**config.mk**
```make
export PLATFORM = sky130hd
export DESIGN_NAME = mips_mc_control_flat
export DESIGN_NICKNAME = d
export VERILOG_FILES = /design/src/rtl/mips_mc_pkg.sv /design/src/rtl/mips_mc_control_if.sv /design/src/rtl/mips_mc_ctrl_decode.sv /design/src/rtl/mips_mc_control.sv /design/src/flat_wrapper.sv
export SDC_FILE = /design/constraint.sdc
export NUM_CORES = 1
export LEC_CHECK = 0
export BUFFER_PORTS_ARGS = -buffer_cell sky130_fd_sc_hd__buf_4
export CAP_MARGIN = 20
export CORE_ASPECT_RATIO = 0.8
export CORE_UTILIZATION = 44
export DETAILED_ROUTE_END_ITERATION = 12
export PLACE_DENSITY_LB_ADDON = 0.12
export REMOVE_ABC_BUFFERS = 1
export SYNTH_ARGS = -nofsm -noshare
export SYNTH_HDL_FRONTEND = slang
export SYNTH_SLANG_ARGS = --single-unit
export TNS_END_PERCENT = 5
```
**constraint.sdc**
```tcl
create_clock -name Clock -period 1.7 [get_ports Clock]
set_input_delay 0.085 -clock Clock [delete_from_list [all_inputs] [get_ports Clock]]
set_output_delay 0.085 -clock Clock [all_outputs]
set_load 0.02 [all_outputs]
```
**src/rtl/mips_mc_pkg.sv**
```systemverilog
// Shared encodings for the multicycle MIPS control FSM: opcodes, states, mux codes
// and the control-word layout.
package mips_mc_pkg;

    localparam logic [2:0] OP_RTYPE = 3'd0;
    localparam logic [2:0] OP_ADDI  = 3'd1;
    localparam logic [2:0] OP_LW    = 3'd2;
    localparam logic [2:0] OP_SW    = 3'd3;
    localparam logic [2:0] OP_BEQ   = 3'd4;
    localparam logic [2:0] OP_J     = 3'd5;

    typedef enum logic [3:0] {
        S_FETCH    = 4'd0,
        S_DECODE   = 4'd1,
        S_MEMADR   = 4'd2,
        S_MEMRD    = 4'd3,
        S_MEMWB    = 4'd4,
        S_MEMWR    = 4'd5,
        S_RTYPE_EX = 4'd6,
        S_RTYPE_WB = 4'd7,
        S_ADDI_EX  = 4'd8,
        S_ADDI_WB  = 4'd9,
        S_BEQ_EX   = 4'd10,
        S_JUMP     = 4'd11,
        S_TRAP     = 4'd12
    } state_e;

    localparam logic [1:0] ALUOP_ADD   = 2'b00;
    localparam logic [1:0] ALUOP_SUB   = 2'b01;
    localparam logic [1:0] ALUOP_FUNCT = 2'b10;

    localparam logic [1:0] SRCB_REG = 2'b00;
    localparam logic [1:0] SRCB_ONE = 2'b01;
    localparam logic [1:0] SRCB_IMM = 2'b10;
    localparam logic [1:0] SRCB_BR  = 2'b11;

    localparam logic [1:0] PCSRC_ALU    = 2'b00;
    localparam logic [1:0] PCSRC_ALUOUT = 2'b01;
    localparam logic [1:0] PCSRC_JUMP   = 2'b10;

    typedef struct packed {
        logic       pc_write;
        logic       pc_write_cond;
        logic       iord;
        logic       mem_rd;
        logic       mem_wr;
        logic       ir_write;
        logic       mem_to_reg;
        logic       reg_dst;
        logic       reg_wr;
        logic       alu_src_a;
        logic [1:0] alu_src_b;
        logic [1:0] alu_op;
        logic [1:0] pc_source;
        logic       halted;
    } ctrl_t;

    // States in which an instruction retires.
    function automatic logic is_terminal(state_e s);
        return s inside {S_MEMWB, S_MEMWR, S_RTYPE_WB, S_ADDI_WB, S_BEQ_EX, S_JUMP};
    endfunction

endpackage

```
**src/rtl/mips_mc_control_if.sv**
```systemverilog
// Control bundle between the multicycle MIPS controller (master) and its datapath (slave).
interface mips_mc_control_if #(parameter int COUNT_W = 16);
    logic [2:0]         OpCode;
    logic               PCWrite;
    logic               PCWriteCond;
    logic               IorD;
    logic               MemRD;
    logic               MemWR;
    logic               IRWrite;
    logic               MemToReg;
    logic               RegDst;
    logic               RegWR;
    logic               ALUSrcA;
    logic [1:0]         ALUSrcB;
    logic [1:0]         ALUOp;
    logic [1:0]         PCSource;
    logic [3:0]         StateOut;
    logic [COUNT_W-1:0] InstrCount;
    logic               Halted;

    modport master (
        input  OpCode,
        output PCWrite, PCWriteCond, IorD, MemRD, MemWR, IRWrite, MemToReg, RegDst,
               RegWR, ALUSrcA, ALUSrcB, ALUOp, PCSource, StateOut, InstrCount, Halted
    );

    modport slave (
        output OpCode,
        input  PCWrite, PCWriteCond, IorD, MemRD, MemWR, IRWrite, MemToReg, RegDst,
               RegWR, ALUSrcA, ALUSrcB, ALUOp, PCSource, StateOut, InstrCount, Halted
    );
endinterface

```
**src/rtl/mips_mc_ctrl_decode.sv**
```systemverilog
// Combinational state -> control-word map (Moore outputs).
// Halted is only ever raised when MIPS_MC_ILLEGAL_TRAP_EN is defined.
module mips_mc_ctrl_decode
    import mips_mc_pkg::*;
(
    input  state_e state_i,
    output ctrl_t  ctrl_o
);

    always_comb begin
        ctrl_o = '0;
        case (state_i)
            S_FETCH: begin
                ctrl_o.mem_rd    = 1'b1;
                ctrl_o.ir_write  = 1'b1;
                ctrl_o.alu_src_b = SRCB_ONE;
                ctrl_o.alu_op    = ALUOP_ADD;
                ctrl_o.pc_source = PCSRC_ALU;
                ctrl_o.pc_write  = 1'b1;
            end
            S_DECODE: ctrl_o.alu_src_b = SRCB_BR;
            S_MEMADR, S_ADDI_EX: begin
                ctrl_o.alu_src_a = 1'b1;
                ctrl_o.alu_src_b = SRCB_IMM;
            end
            S_MEMRD: begin
                ctrl_o.mem_rd = 1'b1;
                ctrl_o.iord   = 1'b1;
            end
            S_MEMWR: begin
                ctrl_o.mem_wr = 1'b1;
                ctrl_o.iord   = 1'b1;
            end
            S_MEMWB: begin
                ctrl_o.mem_to_reg = 1'b1;
                ctrl_o.reg_wr     = 1'b1;
            end
            S_RTYPE_EX: begin
                ctrl_o.alu_src_a = 1'b1;
                ctrl_o.alu_src_b = SRCB_REG;
                ctrl_o.alu_op    = ALUOP_FUNCT;
            end
            S_RTYPE_WB: begin
                ctrl_o.reg_dst = 1'b1;
                ctrl_o.reg_wr  = 1'b1;
            end
            S_ADDI_WB: ctrl_o.reg_wr = 1'b1;
            S_BEQ_EX: begin
                ctrl_o.alu_src_a     = 1'b1;
                ctrl_o.alu_op        = ALUOP_SUB;
                ctrl_o.pc_write_cond = 1'b1;
                ctrl_o.pc_source     = PCSRC_ALUOUT;
            end
            S_JUMP: begin
                ctrl_o.pc_write  = 1'b1;
                ctrl_o.pc_source = PCSRC_JUMP;
            end
`ifdef MIPS_MC_ILLEGAL_TRAP_EN
            S_TRAP: ctrl_o.halted = 1'b1;
`endif
            default: ctrl_o = '0;
        endcase
    end

endmodule

```
**src/rtl/mips_mc_control.sv**
```systemverilog
// Moore control FSM for the 16-bit multicycle MIPS datapath, with retired-instruction counter.
// Define MIPS_MC_ILLEGAL_TRAP_EN to halt in TRAP on illegal opcodes instead of skipping them.
//
// state      | meaning
// FETCH      | read instr, load IR, PC += 1
// DECODE     | read regs, precompute branch target
// MEMADR     | LW/SW address calc
// MEMRD/MEMWB| load read / load writeback
// MEMWR      | store write
// *_EX/*_WB  | RTYPE/ADDI execute / writeback
// BEQ_EX     | branch compare and conditional PC load
// JUMP       | jump PC load
// TRAP       | halted on illegal opcode until Reset
module mips_mc_control
    import mips_mc_pkg::*;
#(
    parameter int COUNT_W = 16
) (
    input  logic          Clock,
    input  logic          Reset,
    mips_mc_control_if.master bus
);

    state_e             state_q, state_d;
    logic [COUNT_W-1:0] count_q, count_d;
    ctrl_t              ctrl;

    always_comb begin
        state_d = S_FETCH;
        case (state_q)
            S_FETCH:  state_d = S_DECODE;
            S_DECODE: begin
                case (bus.OpCode)
                    OP_RTYPE:      state_d = S_RTYPE_EX;
                    OP_ADDI:       state_d = S_ADDI_EX;
                    OP_LW, OP_SW:  state_d = S_MEMADR;
                    OP_BEQ:        state_d = S_BEQ_EX;
                    OP_J:          state_d = S_JUMP;
`ifdef MIPS_MC_ILLEGAL_TRAP_EN
                    default:       state_d = S_TRAP;
`else
                    default:       state_d = S_FETCH;
`endif
                endcase
            end
            // IR is held (IRWrite=0), so OpCode is still this instruction's.
            S_MEMADR:   state_d = (bus.OpCode == OP_LW) ? S_MEMRD : S_MEMWR;
            S_MEMRD:    state_d = S_MEMWB;
            S_RTYPE_EX: state_d = S_RTYPE_WB;
            S_ADDI_EX:  state_d = S_ADDI_WB;
`ifdef MIPS_MC_ILLEGAL_TRAP_EN
            S_TRAP:     state_d = S_TRAP;
`endif
            default:    state_d = S_FETCH;
        endcase
    end

    assign count_d = is_terminal(state_q) ? count_q + 1'b1 : count_q;

    always_ff @(posedge Clock) begin
        if (Reset) begin
            state_q <= S_FETCH;
            count_q <= '0;
        end else begin
            state_q <= state_d;
            count_q <= count_d;
        end
    end

    mips_mc_ctrl_decode u_decode (
        .state_i (state_q),
        .ctrl_o  (ctrl)
    );

    // Enables are gated by Reset so no negedge write lands while the state is being reset.
    assign bus.PCWrite     = ctrl.pc_write      & ~Reset;
    assign bus.PCWriteCond = ctrl.pc_write_cond & ~Reset;
    assign bus.MemRD       = ctrl.mem_rd        & ~Reset;
    assign bus.MemWR       = ctrl.mem_wr        & ~Reset;
    assign bus.IRWrite     = ctrl.ir_write      & ~Reset;
    assign bus.RegWR       = ctrl.reg_wr        & ~Reset;
    assign bus.IorD        = ctrl.iord;
    assign bus.MemToReg    = ctrl.mem_to_reg;
    assign bus.RegDst      = ctrl.reg_dst;
    assign bus.ALUSrcA     = ctrl.alu_src_a;
    assign bus.ALUSrcB     = ctrl.alu_src_b;
    assign bus.ALUOp       = ctrl.alu_op;
    assign bus.PCSource    = ctrl.pc_source;
    assign bus.Halted      = ctrl.halted;
    assign bus.StateOut    = state_q;
    assign bus.InstrCount  = count_q;

endmodule

```
**src/flat_wrapper.sv**
```systemverilog
// flat-port wrapper written by rule: the top's interface ports become plain ports
module mips_mc_control_flat import mips_mc_pkg::*;
#(
    parameter int COUNT_W = 16
)
  (Clock, Reset, bus_OpCode, bus_PCWrite, bus_PCWriteCond, bus_IorD, bus_MemRD, bus_MemWR, bus_IRWrite, bus_MemToReg, bus_RegDst, bus_RegWR, bus_ALUSrcA, bus_ALUSrcB, bus_ALUOp, bus_PCSource, bus_StateOut, bus_InstrCount, bus_Halted);
  mips_mc_control_if #(.COUNT_W(COUNT_W)) bus_i ();
  input  logic Clock;
  input  logic Reset;
  input wire logic [$bits(bus_i.OpCode)-1:0] bus_OpCode;
  output wire logic [$bits(bus_i.PCWrite)-1:0] bus_PCWrite;
  output wire logic [$bits(bus_i.PCWriteCond)-1:0] bus_PCWriteCond;
  output wire logic [$bits(bus_i.IorD)-1:0] bus_IorD;
  output wire logic [$bits(bus_i.MemRD)-1:0] bus_MemRD;
  output wire logic [$bits(bus_i.MemWR)-1:0] bus_MemWR;
  output wire logic [$bits(bus_i.IRWrite)-1:0] bus_IRWrite;
  output wire logic [$bits(bus_i.MemToReg)-1:0] bus_MemToReg;
  output wire logic [$bits(bus_i.RegDst)-1:0] bus_RegDst;
  output wire logic [$bits(bus_i.RegWR)-1:0] bus_RegWR;
  output wire logic [$bits(bus_i.ALUSrcA)-1:0] bus_ALUSrcA;
  output wire logic [$bits(bus_i.ALUSrcB)-1:0] bus_ALUSrcB;
  output wire logic [$bits(bus_i.ALUOp)-1:0] bus_ALUOp;
  output wire logic [$bits(bus_i.PCSource)-1:0] bus_PCSource;
  output wire logic [$bits(bus_i.StateOut)-1:0] bus_StateOut;
  output wire logic [$bits(bus_i.InstrCount)-1:0] bus_InstrCount;
  output wire logic [$bits(bus_i.Halted)-1:0] bus_Halted;
  assign bus_i.OpCode = bus_OpCode;
  assign bus_PCWrite = bus_i.PCWrite;
  assign bus_PCWriteCond = bus_i.PCWriteCond;
  assign bus_IorD = bus_i.IorD;
  assign bus_MemRD = bus_i.MemRD;
  assign bus_MemWR = bus_i.MemWR;
  assign bus_IRWrite = bus_i.IRWrite;
  assign bus_MemToReg = bus_i.MemToReg;
  assign bus_RegDst = bus_i.RegDst;
  assign bus_RegWR = bus_i.RegWR;
  assign bus_ALUSrcA = bus_i.ALUSrcA;
  assign bus_ALUSrcB = bus_i.ALUSrcB;
  assign bus_ALUOp = bus_i.ALUOp;
  assign bus_PCSource = bus_i.PCSource;
  assign bus_StateOut = bus_i.StateOut;
  assign bus_InstrCount = bus_i.InstrCount;
  assign bus_Halted = bus_i.Halted;
  mips_mc_control #(.COUNT_W(COUNT_W)) u_core (.Clock(Clock), .Reset(Reset), .bus(bus_i));
endmodule
```
==> impl_metrics.json, run 1 <==
{
  "outcome": "finished clean",
  "wl_per_cell_um": 13.3,
  "vias_per_cell": 5.54,
  "area_growth_pct": 36.1,
  "vias": 1263,
  "worst_clock_skew_ps": 1.82,
  "cp.required_ps": 1620,
  "netlist_area_um2": 1210,
  "cp_max_fo": 10,
  "cts_buffers": 3,
  "port_buffers": 40,
  "cts.clk_slew.worst_paths_ps": 110,
  "antenna_found_initial": 0,
  "register_area_um2": 407,
  "post_dp_cell_area_um2": 1570,
  "core_area_um2": 2520,
  "reg2reg_slack_ps": 70,
  "track_usage_pct": 20.0,
  "ir_drop_uv": 457,
  "synth_cell_types": 42,
  "hpwl_um": 2080,
  "cp-end-kind": "primary output",
  "cp.arrival_ps": 1590,
  "post-route-min-period_ps": 1680,
  "io_pins": 42,
  "setup.worst_path.start": "u_core.bus.StateOut[0]",
  "fmax_ghz": 0.596,
  "hold_viol_final": 0,
  "synth_cells": 148,
  "cts_root_buf": "clkbuf_4",
  "start_kind": "register",
  "finalHoldWorstSlack_ps": 144,
  "power_per_cell_area_nw_per_um2": 652,
  "hold_class": "in2reg",
  "grt_max_degree": 29,
  "synth_ff_type": "dfxtp_1",
  "fillCellCount": 252,
  "internal-power_uw": 741,
  "htree_levels": 1,
  "ys_top_cells_by_area": "dfxtp_1, a21oi_1, o31ai_1, or4_1, nor2_1",
  "grt_pass1_vias": 1071,
  "switchingPower_uw": 329,
  "rr_startpoint": "u_core.bus.StateOut[3]",
  "cap_violations": 0,
  "multi_input_area_um2": 759,
  "period_share_pct": 98.7,
  "antenna_cells": 0,
  "rsz0062_at_grt": "yes",
  "finalNonFillerCells": 228,
  "drc": 0,
  "final_common_cell": "buf_4",
  "power_frac_seq_pct": 46.0,
  "drt_iter0_drc": 42,
  "synth.largest_area_cell": "dfxtp_1",
  "final_cell_area_um2": 1640,
  "die_h_um": 48.8,
  "worstSetupPathType": "reg2out",
  "yosysWarnings": 0,
  "avgSynthCellArea_um2": 8.15,
  "clock_tree.buffer_depth": 2,
  "cts_tree": "yes",
  "grt_overflow": 0,
  "synth_top_area_share_pct": 33.2,
  "placedCellCount": 223,
  "finalSetupViolCount": 0,
  "fin_nets": 199,
  "endpoint": "bus_PCWrite",
  "drt-pass1-iter-count": 4,
  "power.leakage_nw": 0.664,
  "grt_pass1_wl_um": 4630,
  "slew_violations": 0,
  "hold_buffers": 0,
  "p_comb_share_pct": 28.2,
  "async_flop_share_pct": 0,
  "clkSinkCount": 20,
  "clock_latency_ps": 300,
  "fin_util_pct": 65.1,
  "swShare_pct": 30.7,
  "r2r-end": "u_core.bus.InstrCount[9]",
  "die_w_um": 60.5,
  "synth_edf_count": 0,
  "die_area_um2": 2960,
  "worst_r2r_path_depth": 4,
  "ys_ff_latch": 20,
  "drt-total-wl_um": 3040,
  "ys_seq_area_share_pct": 33.2,
  "power_frac_clock_pct": 25.8,
  "floorplan.initialDensity_pct": 47.8,
  "fp-row-count": 16,
  "mostFrequentLayoutCells": "buf_4, a21oi_1, nor2_1",
  "globalplace.congestion": 0.816,
  "antenna_left": 0,
  "drive_gt1_share_pct": 37.0
}
-- power by group through the flow --
stage               Combinational [mW]  Clock, mW  Sequential (mW)
floorplan                        0.140          0            0.526
global placement                 0.279          0            0.499
detailed placement               0.285          0            0.500
CTS                              0.298      0.285            0.491
global route                     0.323      0.305            0.494
finish                           0.302      0.276            0.492
-- worst min-delay path by stage --
| stage | startpoint | to | slack (ps) | cells past startpoint |
|---|---|---|---|---|
| after detailed placement | Reset | u_core.bus.InstrCount[0] | 460 | 2 |
| after global placement | Reset | u_core.bus.InstrCount[1] | 450 | 2 |
| after CTS | bus_OpCode[1] | u_core.bus.StateOut[3] | 140 | 4 |
| final | bus_OpCode[1] | u_core.bus.StateOut[3] | 140 | 4 |
| after global routing | Reset | u_core.bus.InstrCount[0] | 130 | 2 |
| after floorplan | Reset | u_core.bus.InstrCount[11] | 150 | 1 |
-- metrics by stage --
stage	setup slack [ps]	power [mW]	setup TNS (ps)
floorplan	-154	0.666	-1370
global placement	119	0.778	0
detailed placement	45.9	0.785	0
CTS	8.42	1.07	0
global route	-63.4	1.12	-176
finish	22.8	1.07	0
-- sequential cells by signal (all words and copies together), names as in the netlist --
register,count
u_core.bus.InstrCount,16
u_core.bus.StateOut,4
-- cells by family (layout without fill, tap and decap cells) --
kind of cell,after synthesis,after routing,synth area share (%)
buf+inv,13,57,5.50
simple gates,70,70,35.1
other cells,1,1,0.311
flops,20,20,33.2
mux,4,4,3.63
fa+ha+maj,1,1,1.04
compound gates,37,37,19.8
xor+xnor,2,2,1.45
-- critical path: stages (launching register included) --
cell,delay [ps]
dfxtp_2,340
buf_4,160
or2_4,260
mux2_2,270
nor3_2,100
buf_4,160
-- synth_stat cells (2+ instances only) --
| library cell | count |
|---|---|
| mux2_1 | 2 |
| o21ai_1 | 3 |
| a211oi_1 | 2 |
| nand2_1 | 8 |
| dfxtp_1 | 20 |
| nand2b_1 | 4 |
| a21oi_1 | 17 |
| nor4_1 | 3 |
| inv_1 | 2 |
| nand3_1 | 4 |
| and4_1 | 2 |
| clkbuf_1 | 6 |
| nand2b_4 | 2 |
| nor3b_1 | 2 |
| nor3_1 | 7 |
| or4_1 | 9 |
| o31ai_1 | 9 |
| o22a_1 | 2 |
| or3_1 | 3 |
| buf_4 | 2 |
| buf_2 | 2 |
| nor2_1 | 16 |
| nor2b_1 | 2 |
-- metal layers --
metal | share of wire, % | track usage, %
met2 | 47 | 33.7
met4 | 0 | 2.27
met3 | 4.6 | 4.77
met5 | 0 | 0
met1 | 48 | 26.4
-- what timing repair did --
item / 4_1_cts / 5_1_grt
gates resized for setup: 5 / 6
buffers inserted: 1 / 0
endpoints found under the setup margin: 1 / 15
gates cloned: 0 / 0
pin swaps: 1 / 1
-- area by class of cell --
| class | instances | share of cell area, % |
|---|---|---|
| multi-input combinational | 115 | 46.3 |
| sequential | 20 | 24.8 |
| timing repair buffer | 51 | 23.6 |
| tap | 36 | 2.74 |
| clock buffer | 4 | 2.21 |
| inverter | 2 | 0.457 |
Note: power is estimated with default switching activity, not from simulation.
==> inputs of run 2 (changes only) <==
Settings changed: CORE_ASPECT_RATIO 0.8 to 1.2, SKIP_CTS_REPAIR_TIMING set to 1, SLEW_MARGIN set to 20.
==> run 2 against run 1 <==
Critical path depth unchanged. Non-clock buffer count up 1. Cell area down 1.4%. Clock-buffer cell count down 1.
==> impl_metrics.json, run 2 (same netlist as run 1, synthesis figures left out) <==
{
  "path_buf_inv": 2,
  "io_pins": 42,
  "hpwl_um": 2080,
  "cp.arrival_ps": 1590,
  "drt-pass1-iter-count": 4,
  "clkSinkCount": 20,
  "drc": 0,
  "cp-end-kind": "primary output",
  "p_comb_share_pct": 29.9,
  "antenna_cells": 0,
  "drive_gt1_share_pct": 34.9,
  "placedCellCount": 222,
  "wl_per_cell_um": 12.9,
  "rsz0062_at_grt": "yes",
  "ir_drop_uv": 396,
  "cts_root_buf": "clkbuf_4",
  "outcome": "finished clean",
  "finalNonFillerCells": 225,
  "hold_viol_final": 0,
  "power.leakage_nw": 0.658,
  "largest_reg_flops": 16,
  "vias": 1262,
  "antenna_found_initial": 0,
  "internal-power_uw": 693,
  "floorplan.initialDensity_pct": 46.8,
  "clock_latency_ps": 290,
  "grt_overflow": 0,
  "worst_clock_skew_ps": 2.16,
  "slowest_delay_ps": 350,
  "critical_path.top_delay_family": "simple AND/OR/NAND/NOR gates",
  "final_common_cell": "buf_4",
  "core_area_um2": 2580,
  "die_area_um2": 2960,
  "area_growth_pct": 34.2,
  "mostFrequentLayoutCells": "buf_4, dfxtp_1, a21oi_1",
  "switchingPower_uw": 315,
  "antenna_left": 0,
  "die_w_um": 49.8,
  "drt-total-wl_um": 2890,
  "worstSetupPathType": "reg2out",
  "cts_buffers": 3,
  "cts.clk_slew.worst_paths_ps": 100,
  "port_buffers": 40,
  "fin_nets": 200,
  "fmax_ghz": 0.595,
  "hold_class": "in2reg",
  "crit_chain": "buf_4 -> or2_4 -> mux2_2 -> nor3_2 -> buf_4",
  "vias_per_cell": 5.61,
  "grt_pass1_vias": 1050,
  "power_per_cell_area_nw_per_um2": 622,
  "grt_pass1_wl_um": 4540,
  "grt_max_degree": 29,
  "clock_tree.buffer_depth": 2,
  "fillCellCount": 231,
  "power_frac_clock_pct": 21.2,
  "finalSetupViolCount": 0,
  "slew_violations": 0,
  "setup_tns_ps": 0,
  "cp.required_ps": 1620,
  "fp-row-count": 20,
  "die_h_um": 59.4,
  "drt_iter0_drc": 15,
  "swShare_pct": 31.2,
  "cts_tree": "yes",
  "htree_levels": 1,
  "track_usage_pct": 19.6,
  "crit_slowest_cell": "dfxtp_2",
  "period_share_pct": 98.8,
  "post-route-min-period_ps": 1680,
  "cp_max_fo": 5,
  "start_kind": "register",
  "globalplace.congestion": 0.776,
  "cap_violations": 0,
  "cpMostUsedCell": "buf_4",
  "power_frac_seq_pct": 48.9
}
run 2: layout make-up:
cell class / instances / area (um2) / area share (%)
Sequential cell: 20 / 403 / 24.9
Multi-Input combinational cell: 115 / 754 / 46.6
Timing Repair Buffer: 52 / 390 / 24.1
Inverter: 2 / 7.51 / 0.464
Tap cell: 33 / 41.3 / 2.55
Clock buffer: 3 / 22.5 / 1.39
run 2: routing by layer:
layer  track usage [%]  vias to the layer above  share of wire, %
met5                 0                        -                 0
met4              7.35                        0              0.66
met3              1.54                        2               3.4
met2              37.6                       35                52
met1              22.5                      589                44
li1                  -                      636                 -
run 2: final timing paths:
| check | to | start | cells after the start | slack, ps |
|---|---|---|---|---|
| max | bus_PCWrite | u_core.bus.StateOut[0] | 5 | 20 |
| max reg2reg | u_core.bus.InstrCount[15] | u_core.bus.StateOut[0] | 4 | 50 |
| min | u_core.bus.StateOut[2] | bus_OpCode[0] | 4 | 140 |
| min reg2reg | u_core.bus.InstrCount[5] | u_core.bus.InstrCount[5] | 2 | 500 |
run 2: power by group through the flow:
stage	combinational [mW]	clock, mW	sequential [mW]
after CTS	0.291	0.223	0.491
after detailed placement	0.289	0	0.502
after global routing	0.321	0.245	0.494
after global placement	0.284	0	0.501
after floorplan	0.140	0	0.526
final	0.301	0.214	0.493
run 2: metrics by stage:
step / utilization (%) / total power [mW] / area (um2) / hold WS, ps / setup WS, ps
finish: 62.8 / 1.01 / 1620 / 140 / 20.6
floorplan: - / 0.666 / 1150 / 154 / -154
detailed placement: 61.3 / 0.790 / 1580 / 459 / 8.97
global placement: 61.3 / 0.785 / 1580 / 452 / 87.0
CTS: 62.1 / 1.01 / 1600 / 140 / -89.7
global route: 62.8 / 1.06 / 1620 / 151 / -38.8
run 2: worst min-delay path: cells and delay by family:
kind | cells | cell delay [ps]
buf+inv | 1 | 90
simple gates | 2 | 90
compound gates | 1 | 130
